--- config.mk ---
export PLATFORM = sky130hd
export DESIGN_NAME = cla_4_bit
export DESIGN_NICKNAME = d
export VERILOG_FILES = /design/src/rtl/cla_4_bit.sv
export SDC_FILE = /design/constraint.sdc
export NUM_CORES = 1
export LEC_CHECK = 0
export CORE_AREA = 2 2 39 41
export CTS_BUF_LIST = sky130_fd_sc_hd__clkbuf_8
export CTS_CLUSTER_DIAMETER = 100
export DETAILED_ROUTE_END_ITERATION = 8
export DIE_AREA = 0 0 41 43
export GPL_ROUTABILITY_DRIVEN = 0
export HOLD_SLACK_MARGIN = 0.02
export PLACE_DENSITY = 0.72
export SYNTH_ARGS = -nofsm -noshare
export SYNTH_HDL_FRONTEND = slang
export SYNTH_SLANG_ARGS = --single-unit
--- constraint.sdc ---
create_clock -name clk -period 1.4 [get_ports clk]
set_input_delay 0.21 -clock clk [delete_from_list [all_inputs] [get_ports clk]]
set_output_delay 0.21 -clock clk [all_outputs]
set_load 0.03 [all_outputs]
--- src/rtl/cla_4_bit.sv ---
// -----------------------------------------------------------------------------
// cla_4_bit
// Registered 4-bit carry-lookahead adder. Per-bit propagate/generate terms feed
// flat two-level carry equations, so no carry ripples bit to bit. One operation
// is accepted every cycle when in_valid is high. The result appears one cycle
// later. When in_valid is low, the result registers hold their value and
// out_valid drops.
//
// Ports
//   clk       in   1  rising-edge clock
//   rst       in   1  synchronous, active-high reset
//   a, b      in   4  unsigned addends
//   cin       in   1  carry-in
//   in_valid  in   1  a/b/cin carry a valid operation this cycle
//   sum       out  4  registered sum bits [3:0]
//   cout      out  1  registered carry-out
//   group_p   out  1  registered group propagate P3&P2&P1&P0
//   group_g   out  1  registered group generate
//   out_valid out  1  registered outputs hold a fresh result
// -----------------------------------------------------------------------------
module cla_4_bit (
    input  logic       clk,
    input  logic       rst,
    input  logic [3:0] a,
    input  logic [3:0] b,
    input  logic       cin,
    input  logic       in_valid,
    output logic [3:0] sum,
    output logic       cout,
    output logic       group_p,
    output logic       group_g,
    output logic       out_valid
);

    logic [3:0] p_s;
    logic [3:0] g_s;
    logic [4:0] c_s;
    logic [3:0] sum_s;
    logic       gp_s;
    logic       gg_s;

    logic [3:0] sum_d,       sum_q;
    logic       cout_d,      cout_q;
    logic       group_p_d,   group_p_q;
    logic       group_g_d,   group_g_q;
    logic       out_valid_d, out_valid_q;

    // Propagate/generate terms and flat lookahead carries.
    always_comb begin
        p_s    = a ^ b;
        g_s    = a & b;
        c_s[0] = cin;
        c_s[1] = g_s[0] | (p_s[0] & cin);
        c_s[2] = g_s[1] | (p_s[1] & g_s[0]) | (p_s[1] & p_s[0] & cin);
        c_s[3] = g_s[2] | (p_s[2] & g_s[1]) | (p_s[2] & p_s[1] & g_s[0])
               | (p_s[2] & p_s[1] & p_s[0] & cin);
        c_s[4] = g_s[3] | (p_s[3] & g_s[2]) | (p_s[3] & p_s[2] & g_s[1])
               | (p_s[3] & p_s[2] & p_s[1] & g_s[0])
               | (p_s[3] & p_s[2] & p_s[1] & p_s[0] & cin);
        sum_s  = p_s ^ c_s[3:0];
        gp_s   = &p_s;
        // Group generate is c4 with the carry-in term removed.
        gg_s   = g_s[3] | (p_s[3] & g_s[2]) | (p_s[3] & p_s[2] & g_s[1])
               | (p_s[3] & p_s[2] & p_s[1] & g_s[0]);
    end

    // Next-state: load a new result on in_valid, otherwise hold and drop valid.
    always_comb begin
        sum_d       = sum_q;
        cout_d      = cout_q;
        group_p_d   = group_p_q;
        group_g_d   = group_g_q;
        out_valid_d = 1'b0;
        if (in_valid) begin
            sum_d       = sum_s;
            cout_d      = c_s[4];
            group_p_d   = gp_s;
            group_g_d   = gg_s;
            out_valid_d = 1'b1;
        end else begin
            out_valid_d = 1'b0;
        end
    end

    // Result registers with synchronous reset taking priority over in_valid.
    always_ff @(posedge clk) begin
        if (rst) begin
            sum_q       <= 4'b0000;
            cout_q      <= 1'b0;
            group_p_q   <= 1'b0;
            group_g_q   <= 1'b0;
            out_valid_q <= 1'b0;
        end else begin
            sum_q       <= sum_d;
            cout_q      <= cout_d;
            group_p_q   <= group_p_d;
            group_g_q   <= group_g_d;
            out_valid_q <= out_valid_d;
        end
    end

    assign sum       = sum_q;
    assign cout      = cout_q;
    assign group_p   = group_p_q;
    assign group_g   = group_g_q;
    assign out_valid = out_valid_q;

endmodule

==> flow_metrics.env <==
export IMPL_syn_area_per_cell_um2=9.593
export IMPL_powerDensity_nw_per_um2=899.3
export IMPL_cts_root_buf="clkbuf_8"
export IMPL_ys_async_sr_fraction_pct=0
export IMPL_synth_edff_count=0
export IMPL_pin_count=20
export IMPL_netSwitchingFraction_pct=28.59
export IMPL_synth_area_top_cells="dfxtp_1 31%, ha_1 12%, mux2i_1 5.8%"
export IMPL_fin_skew_ps=0
export IMPL_nets=102
export IMPL_syn_cell_area_um2=518.0
export IMPL_final_setup_viol_count=0
export IMPL_vias_per_cell=5.469
export IMPL_clockPowerShare_pct=35.5
export IMPL_arrival_ps=1510
export IMPL_dp_hpwl_um=931
export IMPL_combPwrFrac_pct=31.5
export IMPL_r2r_start="sum[3]"
export IMPL_ys_types=31
export IMPL_leakage_uw=0.0004086
export IMPL_ctsHoldBuffers=0
export IMPL_area_growth_pct=66.67
export IMPL_intPower_uw=554.4
export IMPL_postSynthCellCount=54
export IMPL_placed_cells=95
export IMPL_yosysMostFrequentCell="dfxtp_1"
export IMPL_dieWidth_um=41
export IMPL_vdd_drop_max_v=0.0004981
export IMPL_synth_flop_cell="dfxtp_1"
export IMPL_die_y_um=43
export IMPL_drive_above_1_share_pct=23.17
export IMPL_dieArea_um2=1763
export IMPL_cts_path_max_buffers=2
export IMPL_tritoncts="built"
export IMPL_tightest_slew_ps=315.1
export IMPL_status="completed"
export IMPL_finalCritPeriodShare_pct=97.10
export IMPL_route_detailed_drc=0
export IMPL_reg2reg_depth=3
export IMPL_worstPathRequired_ps=1550
export IMPL_ys_warn_count=0
export IMPL_end_kind="flip-flop"
export IMPL_grt_ovfl_total=0
export IMPL_layout_min_cycle_time_ps=1359
export IMPL_cts_htree_levels=1
export IMPL_drt_iter0_markers=4
export IMPL_layout_cells_non_filler=98
export IMPL_via_count=536
export IMPL_rrSetupSlack_ps=460
export IMPL_hold_end="sum[0]"
export IMPL_dpl_cell_area_um2=775.7
export IMPL_num_rows=14
export IMPL_start_util_pct=37.43
export IMPL_drt_pass1_iter_count=4
export IMPL_core_area_um2=1384
export IMPL_slew_headroom_pct=78.96
export IMPL_grt_pass1_vias=506
export IMPL_grt_pass1_wl_um=2049
export IMPL_min_path_type="flip-flop to flip-flop"
export IMPL_antenna_cells=0
export IMPL_stdcell_area_um2=863.3
export IMPL_synth_seq_cells=8
export IMPL_wl_per_cell_um=13.26
export IMPL_holdCritStartpoint="sum[0]"
export IMPL_synth_top_area_cell="dfxtp_1"
export IMPL_p_switching_uw=222.0
export IMPL_critPathLaunchType="input pin"
export IMPL_ant_nets=0
export IMPL_hold_viol_final=0
export IMPL_routed_wl_um=1299
export IMPL_synth_common_cells="8 x dfxtp_1, 5 x ha_1, 5 x nor2_1"
export IMPL_hold_depth=2
export IMPL_synth_seq_area_share_pct=30.92
export IMPL_grt_setup_unrepaired="no"
export IMPL_synth_top_cell_area_share_pct=30.92
export IMPL_fill_cells=125
export IMPL_report_final_slew_viol_count=0
export IMPL_track_usage_pct=17.24
export IMPL_antenna_found_initial=0
export IMPL_cp_max_fo=5
export IMPL_syn_num_nets=72
export IMPL_crit_type="input pin to flip-flop"
export IMPL_holdWs_ps=487.3
export IMPL_clk_latency_ps=220
export IMPL_grt_max_degree=11
export IMPL_fin_util_pct=62.39
export IMPL_cts_buffers=3
export IMPL_sequentialPowerShare_pct=33.1
export IMPL_drv_cap=0
export IMPL_io_buffers=19
export IMPL_cp_startpoint="a[1]"
export IMPL_cts_sinks=8
export IMPL_path_clk_slew_ps=40
export IMPL_worst_r2r_endpoint="sum[3]"
export IMPL_power_uw=776.4
export IMPL_max_freq_mhz=735.6
==> how the worst max path moves through the flow <==
stage | end | slack [ps] | depth (start not counted)
final | sum[3] | 40 | 5
after global routing | sum[3] | 4 | 5
after CTS | out_valid | 3 | 1
after detailed placement | sum[2] | -340 | 5
after global placement | sum[2] | -290 | 5
after floorplan | sum[2] | 200 | 4
==> worst max-delay path, stage by stage <==
cell and delay (ps):
clkdlybuf4s50_1 510, ha_4 230, and3_4 160, or2_1 230, o211ai_1 170
==> layout by cell type (no fill, tap or decap), drive strengths merged, types with 2 or more instances in the layout <==
cell	instances
dlygate4sd2	9
dfxtp	8
buf	8
clkdlybuf4s50	7
nor2	5
inv	5
ha	5
mux2i	3
clkbuf	3
dlymetal6s2s	3
nand2	2
a21o	2
o221ai	2
o21ai	2
==> cells by family after synthesis <==
logic type	Yosys count	synth area share [%]
AND/OR/NAND/NOR	16	18.36
AO/OA/AOI/OAI	13	21.25
flip-flops	8	30.92
buffers and inverters	7	6.037
adder cells (fa/ha/maj)	6	15.94
multiplexers	3	5.797
XOR/XNOR	1	1.691
==> power by group through the flow <==
stage	Sequential (µW)	Clock, µW	Combinational [µW]
final	257	275	244
after global routing	258	300	263
after CTS	257	285	239
after detailed placement	262	0	235
after global placement	261	0	232
after floorplan	298	0	91.7
==> per-stage QoR <==
| step | TNS (ps) | setup WS (ps) |
|---|---|---|
| after global routing | 0 | 4.043 |
| after CTS | 0 | 2.926 |
| after global placement | -1429 | -292.8 |
| after floorplan | 0 | 200.0 |
| after detailed placement | -1604 | -336.0 |
| final | 0 | 40.59 |
==> state kept, by name, indices dropped and copies added (netlist names) <==
register,count
cout,1
sum,4
group_p,1
group_g,1
out_valid,1
==> routing by layer <==
layer	global-route usage (%)	up-vias	wire length [µm]
met1	19.54	253	541
met3	4.712	4	70
met5	0	-	0
met2	28.13	19	649
li1	-	260	-
met4	8.000	0	38
==> repair_timing <==
action                                  in CTS  in global routing
pin swaps                                    1                  1
setup buffers                                0                  0
endpoints found under the setup margin      10                  4
gates resized for setup                     12                  5
==> cell type report <==
| type | count | area, µm² | area share, % |
|---|---|---|---|
| clock buffers | 3 | 41.29 | 4.783 |
| well taps | 16 | 20.02 | 2.319 |
| multi-input cells | 39 | 376.6 | 43.62 |
| repair buffers | 27 | 246.5 | 28.55 |
| inverters | 5 | 18.77 | 2.174 |
| flip-flops and latches | 8 | 160.2 | 18.55 |
No activity file was read; power rests on OpenSTA's default activity.
